`src/rtl/tx.sv`:
```
// tx: 8-bit UART transmitter, 8N1 framing (start, 8 data bits LSB first, stop).
// Latency: start bit appears on the edge that accepts i_wr. The frame lasts 10*CLKS_PER_BIT cycles (11* with parity).
// Backpressure: o_busy is high for the whole frame. i_wr is ignored while busy and re-accepted on the first idle edge.
//
// Ports:
//   i_clk      system clock, rising edge
//   i_rst_n    asynchronous active-low reset
//   i_wr       write request, level-sensitive, sampled only while idle
//   i_data     byte to send, captured on the accepting edge
//   o_busy     high while a frame is in progress (flop output)
//   o_uart_tx  serial line, idle high (flop output)
// Optional feature: define TX_PARITY_EN to insert an even-parity bit between
// data bit 7 and the stop bit.
module tx #(
   parameter int CLKS_PER_BIT = 1563,
   parameter int DATA_W       = 8
) (
   input  logic              i_clk,
   input  logic              i_rst_n,
   input  logic              i_wr,
   input  logic [DATA_W-1:0] i_data,
   output logic              o_busy,
   output logic              o_uart_tx
);

   localparam int CNT_W = (CLKS_PER_BIT > 1) ? $clog2(CLKS_PER_BIT) : 1;
   localparam int IDX_W = $clog2(DATA_W);
   localparam logic [CNT_W-1:0] CNT_LAST = CNT_W'(CLKS_PER_BIT - 1);
   localparam logic [IDX_W-1:0] IDX_LAST = IDX_W'(DATA_W - 1);

   localparam logic [2:0] ST_IDLE  = 3'd0;
   localparam logic [2:0] ST_START = 3'd1;
   localparam logic [2:0] ST_DATA  = 3'd2;
   localparam logic [2:0] ST_STOP  = 3'd3;
`ifdef TX_PARITY_EN
   localparam logic [2:0] ST_PAR   = 3'd4;
`endif

   logic [2:0]        state_q, state_d;
   logic [CNT_W-1:0]  cnt_q, cnt_d;
   logic [IDX_W-1:0]  idx_q, idx_d;
   logic [DATA_W-1:0] shift_q, shift_d;
   logic              tx_q, tx_d;
   logic              busy_q, busy_d;
   logic              bit_end;
`ifdef TX_PARITY_EN
   logic              par_q, par_d;
`endif

   // Last cycle of the current bit period; every bit boundary reloads the counter.
   assign bit_end = (cnt_q == CNT_LAST);

   always_comb begin
      state_d = state_q;
      cnt_d   = cnt_q;
      idx_d   = idx_q;
      shift_d = shift_q;
      tx_d    = tx_q;
      busy_d  = busy_q;
`ifdef TX_PARITY_EN
      par_d   = par_q;
`endif

      // The counter stays at zero while idle, so an accept always starts a full bit.
      if (state_q != ST_IDLE) begin
         cnt_d = bit_end ? '0 : cnt_q + 1'b1;
      end

      case (state_q)
         ST_IDLE: begin
            if (i_wr) begin
               state_d = ST_START;
               shift_d = i_data;
               tx_d    = 1'b0;
               busy_d  = 1'b1;
               cnt_d   = '0;
`ifdef TX_PARITY_EN
               par_d   = ^i_data;
`endif
            end
         end
         ST_START: begin
            if (bit_end) begin
               state_d = ST_DATA;
               idx_d   = '0;
               tx_d    = shift_q[0];
               shift_d = {1'b0, shift_q[DATA_W-1:1]};
            end
         end
         ST_DATA: begin
            if (bit_end) begin
               if (idx_q == IDX_LAST) begin
`ifdef TX_PARITY_EN
                  state_d = ST_PAR;
                  tx_d    = par_q;
`else
                  state_d = ST_STOP;
                  tx_d    = 1'b1;
`endif
               end else begin
                  idx_d   = idx_q + 1'b1;
                  tx_d    = shift_q[0];
                  shift_d = {1'b0, shift_q[DATA_W-1:1]};
               end
            end
         end
`ifdef TX_PARITY_EN
         ST_PAR: begin
            if (bit_end) begin
               state_d = ST_STOP;
               tx_d    = 1'b1;
            end
         end
`endif
         ST_STOP: begin
            if (bit_end) begin
               state_d = ST_IDLE;
               busy_d  = 1'b0;
               tx_d    = 1'b1;
            end
         end
         default: begin
            state_d = ST_IDLE;
            cnt_d   = '0;
            busy_d  = 1'b0;
            tx_d    = 1'b1;
         end
      endcase
   end

   always_ff @(posedge i_clk or negedge i_rst_n) begin
      if (!i_rst_n) begin
         state_q <= ST_IDLE;
         cnt_q   <= '0;
         idx_q   <= '0;
         shift_q <= '0;
         tx_q    <= 1'b1;
         busy_q  <= 1'b0;
`ifdef TX_PARITY_EN
         par_q   <= 1'b0;
`endif
      end else begin
         state_q <= state_d;
         cnt_q   <= cnt_d;
         idx_q   <= idx_d;
         shift_q <= shift_d;
         tx_q    <= tx_d;
         busy_q  <= busy_d;
`ifdef TX_PARITY_EN
         par_q   <= par_d;
`endif
      end
   end

   assign o_busy    = busy_q;
   assign o_uart_tx = tx_q;

endmodule

```
`config.mk`:
```
export PLATFORM = sky130hd
export DESIGN_NAME = tx
export DESIGN_NICKNAME = d
export VERILOG_FILES = /design/src/rtl/tx.sv
export SDC_FILE = /design/constraint.sdc
export NUM_CORES = 1
export LEC_CHECK = 0
export CAP_MARGIN = 5
export CORE_UTILIZATION = 61
export DETAILED_ROUTE_END_ITERATION = 8
export PLACE_DENSITY = 0.83
export RECOVER_POWER = 100
export SYNTH_ARGS = -nofsm -noshare
export SYNTH_HDL_FRONTEND = slang
export SYNTH_SLANG_ARGS = --single-unit
```
`constraint.sdc`:
```
create_clock -name i_clk -period 5.19 [get_ports i_clk]
set_input_delay 0.519 -clock i_clk [delete_from_list [all_inputs] [get_ports i_clk]]
set_output_delay 0.519 -clock i_clk [all_outputs]
set_load 0.01 [all_outputs]
```
; ---- Word level (Yosys, flattened, before mapping)
; Index checks and enable logic that the tools add are counted.
; W data, S select, Z words.
[classes]
add_sub_neg = 2
n_mul = 0
div = 0
n_lt_le_gt_ge = 0
eq_ne = 11
n_shift = 0
mux = 27
bitwise = 1
n_reduce_logical = 11
[op_table]
columns = op, n
row1 = $mux W11, 3
row2 = $mux W8, 4
row3 = $pmux W8 S3, 1
row4 = $pmux W11 S2, 1
row5 = $mux W3, 7
row6 = $ne A2 B2 Y1 const B, 6
row7 = $pmux W3 S4, 1
row8 = $add A11 B1 Y11 const B, 1
row9 = $eq A11 B11 Y1 const B, 1
row10 = $reduce_and A5 Y1, 2
row11 = $reduce_and A4 Y1, 2
row12 = $mux W1, 7
row13 = $eq A3 B2 Y1 const B, 2
row14 = $pmux W3 S2, 1
row15 = $reduce_bool A3 Y1, 2
row16 = $pmux W1 S4, 1
row17 = $add A3 B1 Y3 const B, 1
row18 = $eq A3 B1 Y1 const B, 1
row19 = $eq A3 B3 Y1 const B, 1
row20 = $logic_not A3 Y1, 1
row21 = $pmux W1 S3, 1
row22 = $reduce_and A3 Y1, 1
row23 = $reduce_or A3 Y1, 1
row24 = $reduce_bool A2 Y1, 1
row25 = 2 further kinds, 2
[totals]
reg_bits = 27
latchBits = 0
ram_bits = 0
romBits = 0
out_inout_bits = 2
wordCells = 58
memories = 0

; ---- Depth between registers and ports, before layout
[logic_depth]
ltp_word = 5
ltp_mapped = 7
depth_no_buf = 6

; ---- Worst setup path after synthesis
; Ideal clock, no wire load.
[synth_path]
path_kind = reg2reg
from = register cnt_q[0]
to = register state_q[1]
setup_ns = 0.125
arrival_ns = 2.023
setup_slack_ns = 3.042
stages_incl_launch_ff = 8
path_buffers = 1
period_less_slack_ns = 2.148
cell_sequence = dfrtp_1 -> inv_1 -> ha_1 -> or4b_4 -> or3_1 -> buf_2 -> a21oi_2 -> mux2_2
[synth_via]
elab_chain_len = 3
elab_cells_between_ends = 5
cone_classes = eq/ne (4) / reduce/logical (1)
[synth_lines]
columns = element, line_no
row1 = start: declaration, 40  ; logic [CNT_W-1:0] cnt_q, cnt_d;
row2 = start signal: assignment, 144  ; cnt_q <= cnt_d;
row3 = $eq A11 B11 Y1 (*), 51  ; assign bit_end = (cnt_q == CNT_LAST);
row4 = $ne A2 B2 Y1 (no source line), n/a
row5 = $reduce_and A5 Y1 (no source line) (*), n/a
row6 = end signal: assignment, 143  ; state_q <= state_d;
row7 = end: declaration, 39  ; logic [2:0] state_q, state_d;
; Mark *: on every way between the ends. The rest lies on a longest branch, timed or not.
; A chain may end at the register's enable or synchronous reset.

; ---- Worst setup path after layout
[layout_path]
from = register cnt_q[0]
to = register cnt_q[5]
[layout_via]
elab_chain_len = 5
elab_cells_between_ends = 6
cone_classes = add/sub (1) / eq/ne (1) / mux (4)
[layout_lines]
columns = element, line_no
row1 = $add A11 B1 Y11 / $eq A11 B11 Y1 (equally long branches), "66, 51"
row2 = $mux W11 (*), 66  ; cnt_d = bit_end ? '0 : cnt_q + 1'b1;
row3 = $mux W11 (*), 65  ; if (state_q != ST_IDLE) begin
row4 = $mux W11, 71  ; if (i_wr) begin
row5 = $pmux W11 S2 (*), 69  ; case (state_q)
row6 = net cnt_d[5], 40
; The timed path passes the listed nets; every way through them passes the cells marked *.

==> results.md <==
Setup path:
- The delay contributed by the slowest stage of the critical path is 940 ps.
- The worst setup path is of the reg -> reg kind.
- Broken down by cell family, the worst path's largest delay share belongs to compound AO/OA/AOI/OAI gates.
- Traced cell by cell, the critical path runs through inv_1 -> ha_1 -> or4b_1 -> o31ai_1 -> o21ai_0 -> a22o_1.
- Along the worst path, the maximum fanout reaches 10.
- In this run the number of cells on the critical path is 6.
- The startpoint class of the critical path is a flop.
- The flop-to-flop setup slack is 2560 ps.
- The critical path ends at cnt_q[5]$_DFF_PN0_.
- The capture point of the worst reg-to-reg path is cnt_q[5]$_DFF_PN0_.
- For this design, the slowest cell found on the critical path is o31ai_1.
- The worst setup path is captured at a flop.
- The worst path arrival time is around 2900 ps.
- The launch point of the worst path is cnt_q[0]$_DFF_PN0_.
- The startpoint identified for the worst register-to-register timing path is cnt_q[0]$_DFF_PN0_.
- For the worst setup path, the data required time is 5430 ps.
- The count of buffering cells on the critical path with inverters included is 1.
- For the worst flop-to-flop path, the logic depth is 6.

STA:
- The post-route clock period utilization is 0.507.
- The number of pins exceeding their max-slew limit in the final report is 0.
- The smallest clock period supported by the final layout is computed as 2630 ps.
- The total negative slack is 0 ps.
- The headroom to the max-slew limit is 0.210.
- At the pin with the least slew margin, the transition time is about 1200 ps.
- The highest achievable clock rate is 380 MHz.
- Setup repair after global routing left no endpoint under its margin.
- Across the routed clock network, the largest skew measured is approximately 10 ps.
- The final setup violation count is 0.
- On the final layout, the worst hold slack is 520 ps.
- The hold violation total from the final report came to 0.

Global route:
- The largest net degree at the start of global routing is 27.
- The global-route wire length before repair is 5.01 mm.
- The initial antenna violation count came to 0.
- The total congestion overflow is 0.
- For this run, the total global-route usage over all layers was measured as 0.250.
- The number of global-route vias before repair came to 1147.

Place:
- The number of port buffers is 12.
- The half-perimeter wire length of the detailed placement result is 2.05 mm.
- At the end of routability-driven placement, the weighted congestion stood at 0.855.
- Once placement completed, the tool counted placed cells totaling approximately 180.

Layout:
- The filler cells instantiated in the layout total 164.
- For this run, the number of standard cells in the final layout without fillers is 186.
- In the final layout, the share of cells above drive strength 1 is 0.133.
- The net count reported at finish is 179.
- For this run, the share of the core covered by cells in the final layout is 0.744.
- From synthesis to final layout, the design area changed by 11.0%.
- The most common cell after layout, fill and taps aside is dfrtp_1.
- The repair_antennas step left the layout with diodes totalling 0.
- The library cells used most frequently in the layout, excluding fill and tap cells, are dfrtp_1 (25), mux2_2 (16), nand2_1 (12).

Synthesis:
- The post-synthesis sequential area ratio is 0.427.
- After synthesis, the mean cell area works out to 10.4 um^2.
- Synthesis produced a netlist with a net count of 166.
- The main flop type after synthesis is dfrtp_1.
- The netlist uses 38 different library cells.
- Ranked by total cell area, the synthesized netlist is headed by dfrtp_1 (41%), mux2_2 (13%), ha_1 (7.4%).
- The share of synthesized area in the top cell type comes to 0.410.
- The count of warnings emitted by yosys is 0.
- The post-synthesis cell area is approximately 1500 um^2.
- Yosys mapped a number of flops with a built-in enable equal to 0.
- The cell type with the highest aggregate area in the netlist is dfrtp_1.
- The synthesized instance count is around 150.
- Synthesis inferred 26 register bits.
- The async set or reset register ratio after synthesis is 1.00.

Clock network:
- TritonCTS built the clock tree.
- The CTS clock-pin slew for the worst setup and hold paths is between 150 and 200 ps.
- The post-CTS setup buffer count is 0.
- The latest clock arrival within the worst-skew pair is 330 ps.
- Clock tree synthesis found a total of 26 sinks.
- In this run, post-CTS repair resized a total of 0 instances.
- The clock root buffer is clkbuf_4.
- The cts-stage hold buffer count is 0.
- No sink is reached through more buffers than the 2 on the longest clock path.
- CTS built an H-tree with a depth of 1.
- The number of buffers created by CTS is 3.

Power:
- Across the VDD grid, the largest voltage drop is 146 uV.
- The total chip power is 359 uW.
- The net switching power figure is 70.6 uW.
- Dividing total power by cell area gives a power density of 212 nW/um^2.
- The clock share of power is 0.398.
- The internal power is 289 uW.
- The combinational cell fraction of total power is 0.036.
- The fraction of power consumed by sequential logic is 0.566.
- The static power due to leakage is 0.784 nW.
- The switching power share of the total is 0.197.

Die:
- The die extent in y is 52.0 um.
- The core region is 2280 um^2.
- The initialized floorplan defines 17 standard-cell rows.
- The die extent in x is 52.0 um.
- The initial utilization of the core area, before any placement, comes to 0.670.
- The die covers 2700 um^2.
- 13 I/O pins were placed.

Detailed routing:
- The post-detailed-route DRC marker count is 0.
- The via density per instance is around 6.
- In this run the remaining antenna-violating nets after routing total 0.
- Dividing the detail-routed wire length by the instance count gives ~15 um.
- The routed layout has 1147 vias.
- The detailed router finished its first iteration with 24 violations.
- The total wirelength of the detailed-routed design is around 2.9 mm.
- The number of detailed-route iterations in the first pass is 4.

Flow run:
- Max-cap violations in this run came to 0.

Min path:
- The worst hold path startpoint is shift_q[6]$_DFFE_PN0P_.
- The class of the tightest hold or removal check is reg -> reg.

Status:
- The flow ran to the end, and the final reports show no timing, DRC or antenna violations.
-- sequential cells by signal (all words and copies together) (netlist names) --
signal     flops
shift_q        8
o_busy         1
cnt_q         11
idx_q          3
state_q        2
o_uart_tx      1
-- per-layer routing --
| metal | share of wire | track usage |
|---|---|---|
| met2 | 0.47 | 0.432 |
| met4 | 0.011 | 0.0631 |
| met1 | 0.46 | 0.312 |
| met5 | 0 | 0 |
| met3 | 0.053 | 0.0556 |
-- worst min-delay path by stage --
| stage | endpoint | depth (start not counted) |
|---|---|---|
| after global routing | shift_q[6]$_DFFE_PN0P_ | 1 |
| final | shift_q[6]$_DFFE_PN0P_ | 1 |
| after global placement | shift_q[5]$_DFFE_PN0P_ | 1 |
| after floorplan | cnt_q[0]$_DFF_PN0_ | 0 |
| after CTS | shift_q[6]$_DFFE_PN0P_ | 1 |
| after detailed placement | shift_q[6]$_DFFE_PN0P_ | 1 |
-- through the flow --
step	cell area, um^2	setup WS, ps
global route	1690	2350
floorplan	1530	3040
detailed placement	1660	2850
CTS	1710	2820
global placement	1660	2930
finish	1690	2560
-- power groups by stage --
stage	Sequential (mW)	Clock (mW)	Combinational [mW]
finish	0.203	0.143	0.0129
global placement	0.207	0	0.0129
detailed placement	0.207	0	0.0132
floorplan	0.207	0	0.000619
CTS	0.203	0.145	0.0133
global route	0.203	0.152	0.0145
-- area by class of cell --
| type | instances | area [um^2] | area share |
|---|---|---|---|
| Clock buffer | 3 | 22.5 | 0.0133 |
| Multi-Input combinational cell | 111 | 815 | 0.481 |
| Sequential cell | 26 | 652 | 0.385 |
| Inverter | 4 | 15.0 | 0.00887 |
| Timing Repair Buffer | 13 | 124 | 0.0732 |
| Clock inverter | 1 | 30.0 | 0.0177 |
| Tap cell | 28 | 35.0 | 0.0207 |
-- cell families after synthesis --
group | Yosys count | share of synthesized area
mux | 18 | 0.132
compound gates | 36 | 0.176
simple gates | 48 | 0.168
fa+ha+maj | 9 | 0.0738
buf+inv | 9 | 0.0230
flops | 26 | 0.427
-- cell usage after synthesis (2+ instances only) --
| cell | instances |
|---|---|
| o21bai_1 | 2 |
| nor3_1 | 5 |
| a211o_1 | 2 |
| nand2b_1 | 5 |
| mux2_2 | 17 |
| dfrtp_1 | 25 |
| inv_1 | 4 |
| a21oi_1 | 4 |
| nor2b_1 | 3 |
| or3_1 | 4 |
| clkbuf_1 | 4 |
| o31ai_1 | 3 |
| nand2_1 | 12 |
| a21o_1 | 4 |
| nor2_1 | 7 |
| o21ai_0 | 8 |
| a22o_1 | 3 |
| ha_1 | 9 |
| nand3_1 | 5 |
| and3_1 | 2 |
(Power assumes the default switching activity.)
